### src/rtl/mux8_1_sync.sv
// mux8_1_sync: 8-to-1 lane selector with a combinational output and a registered,
// valid-qualified copy. The optional registered one-hot select output
// (sel_onehot) exists only when MUX8_1_SYNC_ONEHOT_EN is defined.
// Latency: out is 0 cycles; out_q/sel_q/out_valid/sel_changed are 1 cycle.
// Backpressure: none; a new capture is accepted on every cycle that in_valid is high.
module mux8_1_sync #(
  parameter int WIDTH = 1
) (
  input  logic               clk,
  input  logic               rst,
  input  logic [8*WIDTH-1:0] in,
  input  logic [2:0]         select,
  input  logic               in_valid,
  output logic [WIDTH-1:0]   out,
  output logic [WIDTH-1:0]   out_q,
  output logic               out_valid,
  output logic [2:0]         sel_q,
  output logic               sel_changed
`ifdef MUX8_1_SYNC_ONEHOT_EN
  ,
  output logic [7:0]         sel_onehot
`endif
);

  // Unpack the flat bus into an array of lanes. Lane 0 sits at the LSBs.
  logic [WIDTH-1:0] lane [8];

  for (genvar k = 0; k < 8; k++) begin : g_lane
    assign lane[k] = in[k*WIDTH +: WIDTH];
  end

  // Combinational selector. All eight codes are legal, so there is no X default.
  logic [WIDTH-1:0] mux_dat;

  // Pick lane[select]. The case is written out in full so that each code maps to one lane.
  always_comb begin
    mux_dat = lane[0];
    unique case (select)
      3'd0: mux_dat = lane[0];
      3'd1: mux_dat = lane[1];
      3'd2: mux_dat = lane[2];
      3'd3: mux_dat = lane[3];
      3'd4: mux_dat = lane[4];
      3'd5: mux_dat = lane[5];
      3'd6: mux_dat = lane[6];
      3'd7: mux_dat = lane[7];
      default: mux_dat = lane[0];
    endcase
  end

  assign out = mux_dat;

  // Register stage state.
  logic [WIDTH-1:0] dat_q, dat_d;
  logic [2:0]       sel_idx_q, sel_idx_d;
  logic             vld_q, vld_d;
  logic             chg_q, chg_d;
  logic             capture;

  assign capture = in_valid;

  // Next-state logic. Data and select hold when nothing is captured. The valid and
  // change flags are single-cycle pulses, so they return to 0 by default.
  always_comb begin
    dat_d     = dat_q;
    sel_idx_d = sel_idx_q;
    vld_d     = 1'b0;
    chg_d     = 1'b0;
    if (capture) begin
      dat_d     = mux_dat;
      sel_idx_d = select;
      vld_d     = 1'b1;
      // Compare with the previously captured select. After reset that value is 0.
      chg_d     = (select != sel_idx_q);
    end
  end

  // State register. Reset takes priority over a capture in the same cycle.
  always_ff @(posedge clk) begin
    if (rst) begin
      dat_q     <= '0;
      sel_idx_q <= 3'd0;
      vld_q     <= 1'b0;
      chg_q     <= 1'b0;
    end else begin
      dat_q     <= dat_d;
      sel_idx_q <= sel_idx_d;
      vld_q     <= vld_d;
      chg_q     <= chg_d;
    end
  end

  assign out_q       = dat_q;
  assign sel_q       = sel_idx_q;
  assign out_valid   = vld_q;
  assign sel_changed = chg_q;

`ifdef MUX8_1_SYNC_ONEHOT_EN
  // One-hot copy of the captured select. Its reset value matches sel_q = 0.
  logic [7:0] oh_q, oh_d;

  // One-hot next state: decode the new select on a capture, otherwise hold.
  always_comb begin
    oh_d = oh_q;
    if (capture) begin
      oh_d = 8'd1 << select;
    end
  end

  // One-hot register. It is reset and captured together with sel_q.
  always_ff @(posedge clk) begin
    if (rst) begin
      oh_q <= 8'b0000_0001;
    end else begin
      oh_q <= oh_d;
    end
  end

  assign sel_onehot = oh_q;
`endif

endmodule

### config.mk
export PLATFORM = sky130hd
export DESIGN_NAME = mux8_1_sync
export DESIGN_NICKNAME = d
export VERILOG_FILES = /design/src/rtl/mux8_1_sync.sv
export SDC_FILE = /design/constraint.sdc
export NUM_CORES = 1
export LEC_CHECK = 0
export BUFFER_PORTS_ARGS = -buffer_cell sky130_fd_sc_hd__buf_2
export CORE_AREA = 4 4 41 43
export DETAILED_ROUTE_END_ITERATION = 7
export DIE_AREA = 0 0 45 47
export PLACE_DENSITY = 0.62
export SLEW_MARGIN = 20
export SYNTH_ARGS = -nofsm -noshare
export SYNTH_HDL_FRONTEND = slang
export SYNTH_SLANG_ARGS = --single-unit
### constraint.sdc
create_clock -name clk -period 1.8 [get_ports clk]
set_clock_uncertainty 0.15 [all_clocks]
set_input_delay 0.36 -clock clk [delete_from_list [all_inputs] [get_ports clk]]
set_output_delay 0.36 -clock clk [all_outputs]
set_load 0.01 [all_outputs]
==> flow_summary.yaml, run 1 <==
worst_setup_path:
  reg2reg_slack_ns: 0.86
  worst_setup_path_end_kind: "output pin"
  cp.required_ns: 1.29
  critical_path.max_fanout: 6
  r2r_cells: 2
  critical_path_class: "primary input to output pin"
  worstPathArrival_ns: 1.24
  r2r-start: "sel_q[2]$_SDFFE_PP0P_"
  reg2reg_to: "sel_changed$_SDFF_PP0_"
  startpoint_type: "primary input"
grt:
  grt_max_degree: 7
  antenna_found_initial: 0
  grt_pass1_wl_um: 1150
  grt_pass1_vias: 284
  overflow: 0
  grt.total_usage: 0.0815
placed_design:
  port_buffers: 20
  post_dp_cell_area_um2: 443
  place_congestion: 0.657
  placedCellCount: 66
  place_hpwl_um: 609
pwr:
  swShare: 0.252
  p_seq_frac: 0.412
  p_comb_frac: 0.259
  power_density_mw_per_mm2: 690
  total_power_uw: 357
  p_clk_frac: 0.330
  peakVddDrop_mv: 0.321
  leakage_uw: 0.000247
  p_switching_uw: 90.2
  intPower_uw: 267
floorplanning:
  die_area_mm2: 0.00212
  rows: 13
  core_area_mm2: 0.00130
  start_util: 0.255
  ioPinCount: 21
  die_y_um: 47
  dieWidth_um: 45
detailed_routing:
  drc: 0
  drt_first_iter_violations: 5
  via_per_inst: 4.28
  routedWlPerCell_um: 11.2
  first_pass_iters: 4
  vias: 295
  drt_wl_total_um: 770
  ant_nets: 0
layout:
  drive_above_1_share: 0.574
  fin_nets: 70
  final_area_um2: 518
  final_core_util: 0.398
  ff_latch_area_um2: 120
  fillers: 144
  multi_input_area_um2: 239
  areaGrowthSynthToFinish_pct: 56.2
  antenna_cells: 0
  final_cells: 69
yosys:
  synth_top_area_share: 0.362
  netlist_top_cells_area: "dfxtp_1 36%, mux2i_1 12%, xnor2_1 7.9%, nor3b_2 7.5%, nor2_1 6.8%"
  synth_nets: 46
  synth_area_um2: 332
  synth-seq-cells: 6
  ys_types: 16
  syn_area_per_cell_um2: 10.4
  netlist_instances: 32
  seq_area_frac_synth: 0.362
  yosysWarnings: 0
  yosysTopAreaCell: "dfxtp_1"
sta:
  slew_viol_final: 0
  hold_viol_final: 0
  slew_headroom: 0.791
  rsz0062_at_grt: "no"
  fin_crit_sh: 0.970
  worst_hold_slack_ns: 0.205
  setup_violations: 0
  clock.fmax_mhz: 573
  fin_crit_ns: 1.75
  tightest_slew_ns: 0.314
cts:
  cts_tree: "yes"
  cts-hold-fix-buffers: 0
  htree_levels: 1
  root_buffer: "clkbuf_4"
  clk_path_buf_depth: 2
  clk_latency_ns: 0.24
  numCtsBuffers: 3
  clk_pin_slew_ns: 0.04
  cts_sinks: 6
  postCtsSetupBuffers: 0
worst_hold_path:
  hold_class: "primary input to register"
  min_to: "out_valid$_SDFF_PP0_"
  worstHoldPathCells: 2
  hp-start: "rst"
run:
  max_cap_viol_count: 0
status:
  outcome: "completed"
[worst max-delay path, cell delays in order]
cell and delay (ns):
buf_6 0.11, mux2_4 0.32, nor3b_4 0.23, nor4_4 0.07
buf_2 0.15
[repair_timing]
item,in CTS,in global routing
endpoints found under the setup margin,1,1
resized for setup,5,4
pin swaps,1,2
[per-layer routing]
| layer | global-route usage | part of all wire | routed length (µm) | vias to the layer above |
|---|---|---|---|---|
| li1 | - | - | - | 155 |
| met1 | 0.0890 | 0.41 | 314 | 126 |
| met5 | 0 | 0 | 0 | - |
| met4 | 0.0526 | 0 | 0 | 0 |
| met3 | 0.0575 | 0.12 | 93 | 0 |
| met2 | 0.113 | 0.47 | 361 | 14 |
[sequential cells by signal, summed over array words and instances (netlist names)]
register / cells
out_q: 1
sel_q: 3
sel_changed: 1
out_valid: 1
[cell usage after synthesis, drive strengths merged]
master and n:
a2111oi 1, a311oi 1, and3 1, buf 1
clkbuf 1, dfxtp 6, inv 1, mux2 2
mux2i 4, nor2 6, nor2b 1, nor3b 2
nor4 1, o21a 1, xnor2 3
[cell families (layout without fill, tap and decap cells)]
group,Yosys count,in the layout,synth area share
buf+inv,3,25,0.0566
xor+xnor,3,3,0.0793
simple gates,11,11,0.234
mux,6,6,0.189
compound gates,3,3,0.0793
flops,6,6,0.362
[stage by stage]
step	worst slack, ns	setup TNS, ns
finish	0.0542	0
global route	0.0193	0
CTS	0.0124	0
floorplan	0.145	0
detailed placement	-0.0259	-0.0259
global placement	-0.00995	-0.00995
[power by group through the flow]
stage / Combinational, µW / Sequential, µW / Clock (µW)
finish: 92.3 / 147 / 118
global route: 100 / 148 / 137
CTS: 85.8 / 147 / 126
detailed placement: 76.1 / 149 / 0
global placement: 75.4 / 149 / 0
floorplan: 39.4 / 153 / 0
[cells in the final DEF, fill, tap and decap left out, drive strengths merged]
cell type / netlist / routed
inv: 1 / 1
o21a: 1 / 1
xnor2: 3 / 3
and3: 1 / 1
nor3b: 2 / 2
mux2i: 4 / 4
buf: 1 / 21
a2111oi: 1 / 1
dfxtp: 6 / 6
clkbuf: 1 / 3
nor4: 1 / 1
a311oi: 1 / 1
nor2: 6 / 6
nor2b: 1 / 1
mux2: 2 / 2
[layout make-up]
cell class / count / share of cell area
tap: 15 / 0.0362
inverter: 1 / 0.00725
timing repair buffer: 21 / 0.220
clock buffer: 3 / 0.0435
multi-input combinational: 23 / 0.461
sequential: 6 / 0.232
[worst max path at each step]
stage / start / to / depth (start not counted)
after floorplan: select[0] / out / 4
after global placement: select[0] / out / 5
after detailed placement: select[0] / out / 5
after CTS: select[0] / out / 5
after global routing: select[0] / out / 5
final: select[0] / out / 5
(Power assumes the default switching activity.)
==> run 2: changes to the inputs <==
--- a/config.mk
+++ b/config.mk
@@ -9,7 +9,8 @@
 export CORE_AREA = 4 4 41 43
 export DETAILED_ROUTE_END_ITERATION = 7
 export DIE_AREA = 0 0 45 47
-export PLACE_DENSITY = 0.62
+export PLACE_DENSITY_LB_ADDON = 0.2
+export SETUP_SLACK_MARGIN = 0.02
 export SLEW_MARGIN = 20
 export SYNTH_ARGS = -nofsm -noshare
 export SYNTH_HDL_FRONTEND = slang
==> constraint.sdc (replaced) <==
create_clock -name clk -period 1.8 [get_ports clk]
set_clock_uncertainty 0.15 [all_clocks]
set_input_delay 0.36 -clock clk [delete_from_list [all_inputs] [get_ports clk]]
set_output_delay 0.36 -clock clk [all_outputs]
set_load 0.02 [all_outputs]
==> flow_summary.yaml, run 2 (synthesis results as in run 1) <==
status:
  outcome: "completed"
detailed_routing:
  drc: 0
  routedWlPerCell_um: 11.3
  first_pass_iters: 2
  drt_first_iter_violations: 2
  ant_nets: 0
  drt_wl_total_um: 812
  via_per_inst: 4.35
  vias: 313
layout:
  ff_latch_area_um2: 120
  final_cell_mix: "18 x buf_2, 6 x nor2_1, 6 x dfxtp_1"
  fin_nets: 73
  areaGrowthSynthToFinish_pct: 63.4
  final_cells: 72
  final_area_um2: 542
  largest_register_ffs: 3
  multi_input_area_um2: 229
  drive_above_1_share: 0.614
  antenna_cells: 0
  final_common_cell: "buf_2"
  fillers: 152
worst_setup_path:
  cp-startpoint: "select[0]"
  path_cells: "buf_12 > mux2i_1 > and3_4 > nor4_4 > buf_4"
  reg2reg_slack_ns: 0.88
  r2r_cells: 2
  r2r-start: "sel_q[2]$_SDFFE_PP0P_"
  critical_path.max_fanout: 6
  startpoint_type: "primary input"
  critical_path_class: "primary input to output pin"
  cp.required_ns: 1.29
  reg2reg_to: "sel_changed$_SDFF_PP0_"
  max_stage_delay_ns: 0.29
  worst_setup_path_end_kind: "output pin"
  worstPathArrival_ns: 1.24
  slowest_stage: "nor4_4"
grt:
  grt_util_met2: 0.144
  gr-usage-met3: 0.0690
  grt_pass1_vias: 303
  met1_usage: 0.107
  grt_pass1_wl_um: 1340
  grt_max_degree: 7
  top_usage_layer: "met2"
  overflow: 0
  antenna_found_initial: 0
  grt.total_usage: 0.0941
floorplanning:
  die_y_um: 47
  die_area_mm2: 0.00212
  ioPinCount: 21
  start_util: 0.255
  core_area_mm2: 0.00130
  rows: 13
  dieWidth_um: 45
sta:
  fin_crit_sh: 0.973
  setup_violations: 0
  hold_viol_final: 0
  clock.fmax_mhz: 571
  slew_viol_final: 0
  fin_crit_ns: 1.75
  worst_hold_slack_ns: 0.204
  tns_ns: 0
  tightest_slew_ns: 0.263
  rsz0062_at_grt: "yes"
  slew_headroom: 0.824
cts:
  numCtsBuffers: 3
  cts_tree: "yes"
  root_buffer: "clkbuf_4"
  cts-hold-fix-buffers: 0
  clk_pin_slew_ns: 0.04
  htree_levels: 1
  cts_sinks: 6
  clk_latency_ns: 0.24
  clk_path_buf_depth: 2
placed_design:
  post_dp_cell_area_um2: 467
  place_hpwl_um: 614
  placedCellCount: 68
  port_buffers: 20
  place_congestion: 0.688
run:
  max_cap_viol_count: 0
worst_hold_path:
  hold_class: "primary input to register"
  min_to: "out_valid$_SDFF_PP0_"
  hp-start: "rst"
  worstHoldPathCells: 2
pwr:
  total_power_uw: 383
  leakage_uw: 0.000266
  power_density_mw_per_mm2: 707
  peakVddDrop_mv: 0.390
[run 2: changes by cell type in the layout (fill, tap and decap cells not counted)]
cell,previous run,this run
buf_4,1,5
a2111oi_2,0,1
a2111oi_4,1,0
buf_12,0,1
buf_2,19,18
buf_6,1,0
nor2b_1,1,0
nor2b_2,0,1
[run 2: timing repair]
action | 4_1_cts | 5_1_grt
resized for setup | 9 | 2
setup endpoints to repair | 1 | 1
buffers inserted | 1 | 0
hold endpoints to repair | 0 | 0
pin swaps | 4 | 1
[run 2: area by class of cell]
| cell class | count | area share |
|---|---|---|
| Multi-Input combinational cell | 23 | 0.423 |
| Timing Repair Buffer | 24 | 0.273 |
| Sequential cell | 6 | 0.222 |
| Clock buffer | 3 | 0.0416 |
| Tap cell | 15 | 0.0346 |
| Inverter | 1 | 0.00693 |
[run 2: metrics by stage]
stage               setup WS [ns]  utilization
floorplan                   0.113            -
global placement          -0.0455        0.359
detailed placement        -0.0649        0.359
CTS                        0.0536        0.410
global route             -0.00768        0.416
finish                     0.0494        0.416
[run 2: worst max path at each step]
| stage | depth (start not counted) | endpoint | slack, ns |
|---|---|---|---|
| after detailed placement | 5 | out | -0.06 |
| after floorplan | 4 | out | 0.11 |
| final | 5 | out | 0.05 |
| after global placement | 5 | out | -0.05 |
| after global routing | 5 | out | -0.008 |
| after CTS | 5 | out | 0.05 |
[run 2: power breakdown]
group	total [µW]	leakage (µW)	internal, µW	switching, µW
clock network	125	0.0000138	75.5	49.4
registers	147	0.0000498	142	4.82
logic	111	0.000203	60.3	51.0
[run 2: routing by layer]
metal,wire [µm],share of wire
met1,358,0.44
met4,0,0
met5,0,0
met2,351,0.43
met3,102,0.13
[run 2: worst max-delay path: cells and delay by family]
kind                   cells  cell delay [ns]
buffers and inverters      2             0.30
muxes                      1             0.11
and+or+nand+nor            2             0.47
==> run 3: changes to the inputs <==
--- a/config.mk
+++ b/config.mk
@@ -7,6 +7,7 @@
 export LEC_CHECK = 0
 export BUFFER_PORTS_ARGS = -buffer_cell sky130_fd_sc_hd__buf_2
 export CORE_AREA = 4 4 41 43
+export CTS_BUF_LIST = sky130_fd_sc_hd__clkbuf_16
 export DETAILED_ROUTE_END_ITERATION = 7
 export DIE_AREA = 0 0 45 47
 export PLACE_DENSITY_LB_ADDON = 0.2
@@ -15,3 +16,4 @@
 export SYNTH_ARGS = -nofsm -noshare
 export SYNTH_HDL_FRONTEND = slang
 export SYNTH_SLANG_ARGS = --single-unit
+export TNS_END_PERCENT = 100
==> flow_summary.yaml, run 3 (synthesis results as in run 1) <==
layout:
  final_area_um2: 602
  fin_nets: 74
  final_common_cell: "buf_2"
  areaGrowthSynthToFinish_pct: 81.5
  largest_register_ffs: 3
  drive_above_1_share: 0.621
  final_cell_mix: "18 x buf_2, 6 x nor2_1, 6 x dfxtp_1, 6 x buf_4, 4 x mux2i_1"
  antenna_cells: 0
sta:
  rsz0062_at_grt: "yes"
  tightest_slew_ns: 0.264
  setup_violations: 0
  clock.fmax_mhz: 573
  slew_headroom: 0.824
  fin_crit_sh: 0.969
  slew_viol_final: 0
  hold_viol_final: 0
  setup_ws_ns: 0.0549
  fin_crit_ns: 1.75
worst_setup_path:
  startpoint_type: "primary input"
  worstPathArrival_ns: 1.24
  critical_path.max_fanout: 6
  cp_top_family: "simple AND/OR/NAND/NOR gates"
  r2r-start: "sel_q[2]$_SDFFE_PP0P_"
  cp.required_ns: 1.29
  max_stage_delay_ns: 0.28
  path_cells: "buf_12 > mux2i_1 > and3_4 > nor4_4 > buf_4"
  worst_setup_path_end_kind: "output pin"
  slowest_stage: "nor4_4"
  critical_path_class: "primary input to output pin"
  critPathBufInv: 2
  cp-startpoint: "select[0]"
detailed_routing:
  ant_nets: 0
  first_pass_iters: 2
  routedWlPerCell_um: 11.7
  drt_wl_total_um: 853
  drt_first_iter_violations: 1
  vias: 315
  drc: 0
  via_per_inst: 4.32
placed_design:
  post_dp_cell_area_um2: 467
  place_congestion: 0.688
  place_hpwl_um: 614
  dp_slack_ns: -0.0649
  port_buffers: 20
worst_hold_path:
  hold_class: "primary input to register"
  hp-start: "rst"
cts:
  cts_sinks: 6
  htree_levels: 1
  clk_latency_ns: 0.23
  clk_path_buf_depth: 2
  numCtsBuffers: 3
  cts-hold-fix-buffers: 0
  cts_tree: "yes"
  clk_pin_slew_ns: 0.03
  root_buffer: "clkbuf_16"
grt:
  overflow: 0
  grt_max_degree: 7
  grt_pass1_vias: 295
  antenna_found_initial: 0
  grt_pass1_wl_um: 1410
  grt.total_usage: 0.104
floorplanning:
  core_area_mm2: 0.00130
  die_area_mm2: 0.00212
  dieWidth_um: 45
  ioPinCount: 21
  start_util: 0.255
  rows: 13
  die_y_um: 47
status:
  outcome: "completed"
pwr:
  power_density_mw_per_mm2: 1030
  leakage_uw: 0.000294
  peakVddDrop_mv: 0.383
run:
  max_cap_viol_count: 0
run 3: cell count changes in the layout (fill, tap and decap cells not counted), sizes merged:
cell,change
buf,+1
run 3: where the power goes:
group / switching (µW) / internal, µW
registers: 4.83 / 142
clock network: 75.5 / 285
logic: 51.2 / 61.6
run 3: path summary, 6_finish.rpt:
kind,cells past startpoint,slack [ns],end
worst min-delay path,2,0.22,out_valid$_SDFF_PP0_
worst min register to register,2,0.39,sel_q[1]$_SDFFE_PP0P_
worst max-delay path,5,0.05,out
worst max register to register,2,0.88,sel_changed$_SDFF_PP0_
run 3: layout make-up:
| type | instances | area (µm²) |
|---|---|---|
| fill | 143 | 699 |
| clock buffer | 3 | 75.1 |
| tap | 15 | 18.8 |
| multi-input combinational | 23 | 229 |
| inverter | 1 | 3.75 |
| timing repair buffer | 25 | 155 |
| sequential | 6 | 120 |
run 3: per-layer routing:
metal  track usage  up-vias  share of wire
met5             0        -              0
met4        0.0702        0              0
met3        0.0690        0           0.12
met2         0.141       15           0.42
met1         0.118      136           0.46
li1              -      164              -
run 3: metrics by stage:
| step | hold WS [ns] | total power (µW) | util | setup TNS, ns | std cells |
|---|---|---|---|---|---|
| floorplan | 0.277 | 205 | - | 0 | 32 |
| global placement | 0.376 | 243 | 0.359 | -0.0455 | 68 |
| detailed placement | 0.384 | 243 | 0.359 | -0.0649 | 68 |
| CTS | 0.220 | 632 | 0.450 | 0 | 72 |
| global route | 0.258 | 653 | 0.463 | -0.00869 | 73 |
| finish | 0.221 | 621 | 0.463 | 0 | 73 |
run 3: what timing repair did:
item,4_1_cts,5_1_grt
gates cloned,0,0
gates resized for setup,9,2
setup buffers,1,1
endpoints found under the setup margin,1,1
pin swaps,4,1
hold endpoints to repair,0,0
